--- config.mk ---
export PLATFORM = sky130hd
export DESIGN_NAME = apb_arbiter_flat
export DESIGN_NICKNAME = d
export VERILOG_FILES = /design/src/rtl/apb_arbiter_pkg.sv /design/src/rtl/apb_arbiter_if.sv /design/src/rtl/apb_arbiter_rr.sv /design/src/rtl/apb_arbiter.sv /design/src/flat_wrapper.sv
export SDC_FILE = /design/constraint.sdc
export NUM_CORES = 1
export LEC_CHECK = 0
export ABC_AREA = 1
export CORE_ASPECT_RATIO = 0.5
export CORE_MARGIN = 4
export CORE_UTILIZATION = 37
export DETAILED_ROUTE_END_ITERATION = 10
export HOLD_SLACK_MARGIN = 0.02
export PLACE_DENSITY = 0.78
export SLEW_MARGIN = 20
export SYNTH_ARGS = -nofsm -noshare
export SYNTH_HDL_FRONTEND = slang
export SYNTH_HIERARCHICAL = 1
export SYNTH_SLANG_ARGS = --single-unit
--- constraint.sdc ---
create_clock -name PCLK -period 2.6 [get_ports PCLK]
set_clock_uncertainty 0.1 [all_clocks]
set_input_delay 0.39 -clock PCLK [delete_from_list [all_inputs] [get_ports PCLK]]
set_output_delay 0.39 -clock PCLK [all_outputs]
set_load 0.02 [all_outputs]
--- src/rtl/apb_arbiter_pkg.sv ---
// Shared types for the APB requester arbiter.
// State encoding, request latch layout, index helper.
package apb_arbiter_pkg;

  localparam int REQ_AW = 32;
  localparam int REQ_DW = 32;

  typedef enum logic [1:0] {
    APB_IDLE,
    APB_SETUP,
    APB_ACCESS
  } apb_state_e;

  typedef struct packed {
    logic [REQ_AW-1:0] addr;
    logic [REQ_DW-1:0] wdata;
    logic              we;
  } apb_req_t;

  // One-step modulo for indices already below 2*n.
  function automatic int wrap_idx(input int i, input int n);
    return (i >= n) ? i - n : i;
  endfunction

endpackage

--- src/rtl/apb_arbiter_if.sv ---
// Requester req/gnt bundle plus shared APB bus.
// master = arbiter side, slave = requesters and crossbar.
interface apb_arbiter_if
  import apb_arbiter_pkg::*;
#(
  parameter int N  = 4,
  parameter int AW = REQ_AW,
  parameter int DW = REQ_DW
);

  logic [N-1:0]         req_i;
  logic [N-1:0]         we_i;
  logic [N-1:0][AW-1:0] addr_i;
  logic [N-1:0][DW-1:0] wdata_i;
  logic [N-1:0]         gnt_o;
  logic [N-1:0]         rvalid_o;
  logic [DW-1:0]        rdata_o;
  logic                 err_o;

  logic [AW-1:0] PADDR;
  logic [DW-1:0] PWDATA;
  logic          PWRITE;
  logic          PSEL;
  logic          PENABLE;
  logic [DW-1:0] PRDATA;
  logic          PREADY;
  logic          PSLVERR;

  modport master (
    input  req_i, we_i, addr_i, wdata_i,
    output gnt_o, rvalid_o, rdata_o, err_o,
    output PADDR, PWDATA, PWRITE,
    output PSEL, PENABLE,
    input  PRDATA, PREADY, PSLVERR
  );

  modport slave (
    output req_i, we_i, addr_i, wdata_i,
    input  gnt_o, rvalid_o, rdata_o, err_o,
    input  PADDR, PWDATA, PWRITE,
    input  PSEL, PENABLE,
    output PRDATA, PREADY, PSLVERR
  );

endinterface

--- src/rtl/apb_arbiter_rr.sv ---
// Round-robin picker; owns the rotating priority pointer.
// Winner is the first request at or after the pointer.
module apb_arbiter_rr
  import apb_arbiter_pkg::*;
#(
  parameter int N  = 4,
  parameter int IW = $clog2(N)
) (
  input  logic          clk,
  input  logic          rst,
  input  logic [N-1:0]  req,
  input  logic          advance,
  output logic [N-1:0]  gnt_onehot,
  output logic [IW-1:0] gnt_idx,
  output logic          any
);

  logic [IW-1:0] ptr;

  // Scan from the pointer, wrapping, and keep the first hit.
  always_comb begin
    gnt_onehot = '0;
    gnt_idx    = '0;
    any        = 1'b0;
    for (int i = 0; i < N; i++) begin
      if (!any && req[IW'(wrap_idx(int'(ptr) + i, N))]) begin
        any     = 1'b1;
        gnt_idx = IW'(wrap_idx(int'(ptr) + i, N));
        gnt_onehot[IW'(wrap_idx(int'(ptr) + i, N))] = 1'b1;
      end
    end
  end

  // Move priority just past the requester that won.
  always_ff @(posedge clk) begin
    if (rst) begin
      ptr <= '0;
    end else if (advance) begin
      if (gnt_idx == IW'(N - 1)) ptr <= '0;
      else ptr <= gnt_idx + IW'(1);
    end
  end

endmodule

--- src/rtl/apb_arbiter.sv ---
// Shares one APB master port among N requesters.
// Round-robin grant, SETUP/ACCESS sequencing, PREADY watchdog.
module apb_arbiter
  import apb_arbiter_pkg::*;
#(
  parameter int N_MASTERS      = 4,
  parameter int APB_DATA_WIDTH = REQ_DW,
  parameter int APB_ADDR_WIDTH = REQ_AW,
  parameter int TIMEOUT_CYC    = 255
) (
  input logic          PCLK,
  input logic          PRESET,
  apb_arbiter_if.master bus
);

  localparam int IW = $clog2(N_MASTERS);
  localparam int CW =
    (TIMEOUT_CYC > 0) ? $clog2(TIMEOUT_CYC + 1) : 1;

  apb_state_e               state;
  apb_req_t                 cur;
  logic [N_MASTERS-1:0]     owner;
  logic [CW-1:0]            cnt;
  logic                     psel;
  logic                     penable;
  logic [N_MASTERS-1:0]     gnt;
  logic [N_MASTERS-1:0]     rvalid;
  logic [APB_DATA_WIDTH-1:0] rdata;
  logic                     err;

  logic [N_MASTERS-1:0] win_oh;
  logic [IW-1:0]        win_idx;
  logic                 any_req;
  logic                 tmo;
  logic                 done;
  logic                 advance;

  apb_arbiter_rr #(.N(N_MASTERS)) u_rr (
    .clk        (PCLK),
    .rst        (PRESET),
    .req        (bus.req_i),
    .advance    (advance),
    .gnt_onehot (win_oh),
    .gnt_idx    (win_idx),
    .any        (any_req)
  );

  assign tmo = (TIMEOUT_CYC != 0)
            && !bus.PREADY
            && (cnt == CW'(TIMEOUT_CYC - 1));
  assign done = (state == APB_ACCESS)
             && (bus.PREADY || tmo);
  assign advance = any_req
                && ((state == APB_IDLE) || done);

  assign bus.PADDR    = APB_ADDR_WIDTH'(cur.addr);
  assign bus.PWDATA   = APB_DATA_WIDTH'(cur.wdata);
  assign bus.PWRITE   = cur.we;
  assign bus.PSEL     = psel;
  assign bus.PENABLE  = penable;
  assign bus.gnt_o    = gnt;
  assign bus.rvalid_o = rvalid;
  assign bus.rdata_o  = rdata;
  assign bus.err_o    = err;

  // Transfer FSM; a grant overrides the completion's return to IDLE.
  always_ff @(posedge PCLK) begin
    if (PRESET) begin
      state   <= APB_IDLE;
      cur     <= '0;
      owner   <= '0;
      cnt     <= '0;
      psel    <= 1'b0;
      penable <= 1'b0;
      gnt     <= '0;
      rvalid  <= '0;
      rdata   <= '0;
      err     <= 1'b0;
    end else begin
      gnt    <= '0;
      rvalid <= '0;
      unique case (state)
        APB_IDLE: ;
        APB_SETUP: begin
          state   <= APB_ACCESS;
          penable <= 1'b1;
        end
        APB_ACCESS: begin
          if (!bus.PREADY && cnt != CW'(TIMEOUT_CYC))
            cnt <= cnt + CW'(1);
          if (done) begin
            rvalid  <= owner;
            rdata   <= (tmo || cur.we) ? '0 : bus.PRDATA;
            err     <= tmo || bus.PSLVERR;
            state   <= APB_IDLE;
            psel    <= 1'b0;
            penable <= 1'b0;
          end
        end
        default: state <= APB_IDLE;
      endcase
      if (advance) begin
        state     <= APB_SETUP;
        psel      <= 1'b1;
        penable   <= 1'b0;
        gnt       <= win_oh;
        owner     <= win_oh;
        cnt       <= '0;
        cur.addr  <= REQ_AW'(bus.addr_i[win_idx]);
        cur.wdata <= REQ_DW'(bus.wdata_i[win_idx]);
        cur.we    <= bus.we_i[win_idx];
      end
    end
  end

endmodule

--- src/flat_wrapper.sv ---
// flat-port wrapper written by rule: the top's interface ports become plain ports
module apb_arbiter_flat import apb_arbiter_pkg::*;
#(
  parameter int N_MASTERS      = 4,
  parameter int APB_DATA_WIDTH = REQ_DW,
  parameter int APB_ADDR_WIDTH = REQ_AW,
  parameter int TIMEOUT_CYC    = 255
)
  (PCLK, PRESET, bus_req_i, bus_we_i, bus_addr_i, bus_wdata_i, bus_gnt_o, bus_rvalid_o, bus_rdata_o, bus_err_o, bus_PADDR, bus_PWDATA, bus_PWRITE, bus_PSEL, bus_PENABLE, bus_PRDATA, bus_PREADY, bus_PSLVERR);
  apb_arbiter_if #(.N(4), .AW(32), .DW(32)) bus_i ();
  input logic PCLK;
  input logic PRESET;
  input wire logic [$bits(bus_i.req_i)-1:0] bus_req_i;
  input wire logic [$bits(bus_i.we_i)-1:0] bus_we_i;
  input wire logic [$bits(bus_i.addr_i)-1:0] bus_addr_i;
  input wire logic [$bits(bus_i.wdata_i)-1:0] bus_wdata_i;
  output wire logic [$bits(bus_i.gnt_o)-1:0] bus_gnt_o;
  output wire logic [$bits(bus_i.rvalid_o)-1:0] bus_rvalid_o;
  output wire logic [$bits(bus_i.rdata_o)-1:0] bus_rdata_o;
  output wire logic [$bits(bus_i.err_o)-1:0] bus_err_o;
  output wire logic [$bits(bus_i.PADDR)-1:0] bus_PADDR;
  output wire logic [$bits(bus_i.PWDATA)-1:0] bus_PWDATA;
  output wire logic [$bits(bus_i.PWRITE)-1:0] bus_PWRITE;
  output wire logic [$bits(bus_i.PSEL)-1:0] bus_PSEL;
  output wire logic [$bits(bus_i.PENABLE)-1:0] bus_PENABLE;
  input wire logic [$bits(bus_i.PRDATA)-1:0] bus_PRDATA;
  input wire logic [$bits(bus_i.PREADY)-1:0] bus_PREADY;
  input wire logic [$bits(bus_i.PSLVERR)-1:0] bus_PSLVERR;
  assign bus_i.req_i = bus_req_i;
  assign bus_i.we_i = bus_we_i;
  assign bus_i.addr_i = bus_addr_i;
  assign bus_i.wdata_i = bus_wdata_i;
  assign bus_gnt_o = bus_i.gnt_o;
  assign bus_rvalid_o = bus_i.rvalid_o;
  assign bus_rdata_o = bus_i.rdata_o;
  assign bus_err_o = bus_i.err_o;
  assign bus_PADDR = bus_i.PADDR;
  assign bus_PWDATA = bus_i.PWDATA;
  assign bus_PWRITE = bus_i.PWRITE;
  assign bus_PSEL = bus_i.PSEL;
  assign bus_PENABLE = bus_i.PENABLE;
  assign bus_i.PRDATA = bus_PRDATA;
  assign bus_i.PREADY = bus_PREADY;
  assign bus_i.PSLVERR = bus_PSLVERR;
  apb_arbiter #(.N_MASTERS(N_MASTERS), .APB_DATA_WIDTH(APB_DATA_WIDTH), .APB_ADDR_WIDTH(APB_ADDR_WIDTH), .TIMEOUT_CYC(TIMEOUT_CYC)) u_core (.PCLK(PCLK), .PRESET(PRESET), .bus(bus_i));
endmodule
==> impl_results.md <==
* CORE AREA at ~22000 um^2
* Worst path top cell family by delay: simple AND/OR/NAND/NOR gates
* GRT Util Overall at 23.0%
* Max Freq at slightly above 400 MHz
* WP data required at around 2.9 ns
* Multi-input logic area at ~4600 um^2
* Top-count cell post-synth: nand2_1
* Largest net degree at the start of global routing at 63
* Critical path buffers and inverters at 5
* Pwr Density at 1340 nW/um^2
* Post-Layout Cell Count at around 2200
* Lkg Pwr at around 6.5 nW
* Final WS setup at between 0.1 and 0.15 ns
* Yosys cell types at 34
* WP data arrival at 2.73 ns
* Initial antenna violation count at 0
* # rows at 38
* Area delta synth->final at 65.3%
* Hold slack at around 0.35 ns
* Final setup fails at 0
* Fin crit period at 2.48 ns
* Grt ovf at 0
* Initial core utilization at approximately 38%
* Number of synthesized flops with an enable pin at 0
* Pre-CTS setup slack at -0.236 ns
* Largest family of logic cells by synthesized area: simple AND/OR/NAND/NOR gates
* Synth Register Bits at 124
* Synth warnings at 6
* Post-synthesis adder-cell area fraction at approximately 1.5%
* Mapped Nets at ~1800
* Area leader, netlist: dfxtp_1
* Num CTS Buffers at 17
* Clk buf depth at 2
* Status: finished, final reports clean
* Final Hold Vio Count at 0
* Cts hold-fix bufs at 0
* Final period util at a little over nine tenths
* Global-route wire length before repair at roughly 46000 um
* Root buffer cell: clkbuf_16
* Routed vias/inst at about 4.6
* Mux contribution to synthesized area at 0%
* Io pins at roughly 400
* DRC viols at 0
* Critical Path Most Common Cell: nand2_1
* Cells after Synth at 1445
* Post-synthesis compound-gate area fraction at under 10%
* Mapped Area at ~8000 um^2
* CP peak stage delay at ~0.37 ns
* Fill cells at around 2100
* Die height at approximately 110 um
* Critical path type: reg2reg
* Fin nets at between 2000 and 2500
* Detailed placement HPWL at about 23000 um
* Clock Sinks at ~120
* Max Cap Viol at 0
* Worst Tran Pin Value at about 0.44 ns
* Crit path launch type: flop
* Ranking of synthesized cells by area: dfxtp_1 30%, nand2_1 23%, nor2_1 13%, inv_1 7.8%, nand3_1 5.5%
* CP Capture Type: flop
* Drt wl/cell at around 14 um
* # diodes at 0
* GPL Wtd Cong at ~0.92
* FF+latch area at approximately 2500 um^2
* Final Max Slew Viols at 0
* Vias in the first global route at roughly 8800
* Final Power at approximately 18 mW
* Worst path slowest cell: dfxtp_2
* Die area at 24800 um^2
* Port Buffers at around 400
* Post-synth ARST share at 0%
* CTS tree: built
* Placed Area at 12900 um^2
* Xor/xnor share of the synthesized area at less than 1%
* Die W at about 220 um
* Drt initial violations at just over 600
* DRT Pass-1 Iters at 6
* Top cell type's share of synthesized area at slightly above 30%
* Avg Cell Area, Syn at 5.69 um^2
* Simple-gate share of the synthesized area at between 50 and 60%
* Primary FF master, synth: dfxtp_1
* Final wirelength at just over 30000 um
* Worst-path clk slew at around 0.06 ns
* Share of layout cells above drive strength 1 at between 7 and 8%
* Post-DRT Antenna Nets at 0
* Final setup TNS at 0 ns
* Worst-path maximum fanout at 19
* VDD IR max at between 900 and 1000 uV
* Seq/Total Area, Yosys at roughly 30%
* Fin area at around 14000 um^2
* Hold Crit Class: reg2reg
* Final Util at between 60% and 70%
* Via count at 9952
* Post-Place Cells at ~2100
* Post-synth top cells: 511 x nand2_1, 276 x nor2_1, 170 x inv_1
* Worst-Skew Late Latency at 0.41 ns
* RSZ-0062 raised after global routing: yes
* Slew HR at 70.4%
* Worst path cell trace: inv_6 > ha_4 > inv_2 > nand3_2 > nand2_4 > inv_2 > nor2_4 > nand4_4 > nand2_8 > buf_12 > buf_12 > nor2_1 > nor2_1 > nand2_1 > nand2_1 > nand4_1 > nand2_1
* H-tree depth at 4
tightest hold or removal path: cells and delay by family (launching register included):
family,cells,cell delay [ns]
compound gates,1,0.05
buf+inv,1,0.05
flops,1,0.30
power by group:
| part | switching (mW) | internal (mW) |
|---|---|---|
| combinational | 7.79 | 5.53 |
| sequential | 0.235 | 2.38 |
| clock | 0.973 | 1.33 |
| total | 9.00 | 9.23 |
layer usage:
metal	wire [um]	vias to the layer above	global-route usage, %
met2	15100	320	39.9
met3	1890	49	5.06
li1	-	5225	-
met4	822	0	6.77
met5	0	-	0
met1	13000	4358	28.8
what timing repair did:
item / CTS / global route
setup endpoints to repair: 0 / 65
resized for setup: 0 / 14
buffers inserted: 0 / 4
worst paths after layout:
kind,to,slack [ns],depth (start not counted),start
hold reg to reg,u_core/bus.err_o,0.35,2,u_core/bus.err_o
hold / removal,u_core/bus.err_o,0.35,2,u_core/bus.err_o
setup / recovery,u_core/bus.PWDATA[13],0.12,17,flop
setup reg to reg,u_core/bus.PWDATA[13],0.12,17,flop
final cells by class:
| type | count | area share (%) |
|---|---|---|
| clock inverter | 15 | 1.01 |
| clock buffer | 17 | 3.13 |
| timing repair buffer | 472 | 35.7 |
| tap | 300 | 2.76 |
| sequential | 124 | 18.3 |
| multi-input combinational | 1052 | 34.2 |
| inverter | 177 | 4.96 |
cell families after synthesis:
logic type               count (synthesis)
AND/OR/NAND/NOR                        984
adder cells (fa/ha/maj)                 10
flip-flops                             124
AO/OA/AOI/OAI                           57
buffers and inverters                  269
XOR/XNOR                                 1
layout by cell type (no fill, tap or decap), types with 6 or more instances in the layout:
cell               n
nand2_1          511
clkdlybuf4s50_1  407
nor2_1           276
inv_1            167
dfxtp_1          122
nand3_1           91
nand4_1           71
buf_4             40
a21oi_1           37
clkbuf_16         19
buf_12            15
nand2_2           12
o21ai_0            9
ha_1               9
inv_2              7
inv_6              6
sequential cells by signal (all words and copies together) (netlist names), named ones only:
| name | flops |
|---|---|
| u_core/bus.gnt_o | 4 |
| u_core/u_rr/ptr | 1 |
| u_core/bus.PWRITE | 1 |
| u_core/bus.rdata_o | 32 |
| u_core/state | 2 |
| u_core/bus.PADDR | 32 |
| u_core/cnt | 8 |
| u_core/bus.err_o | 1 |
| u_core/bus.PWDATA | 32 |
| u_core/bus.PENABLE | 1 |
| u_core/bus.rvalid_o | 4 |
| u_core/owner | 4 |
| u_core/bus.PSEL | 1 |
Note: power is estimated with default switching activity, not from simulation.
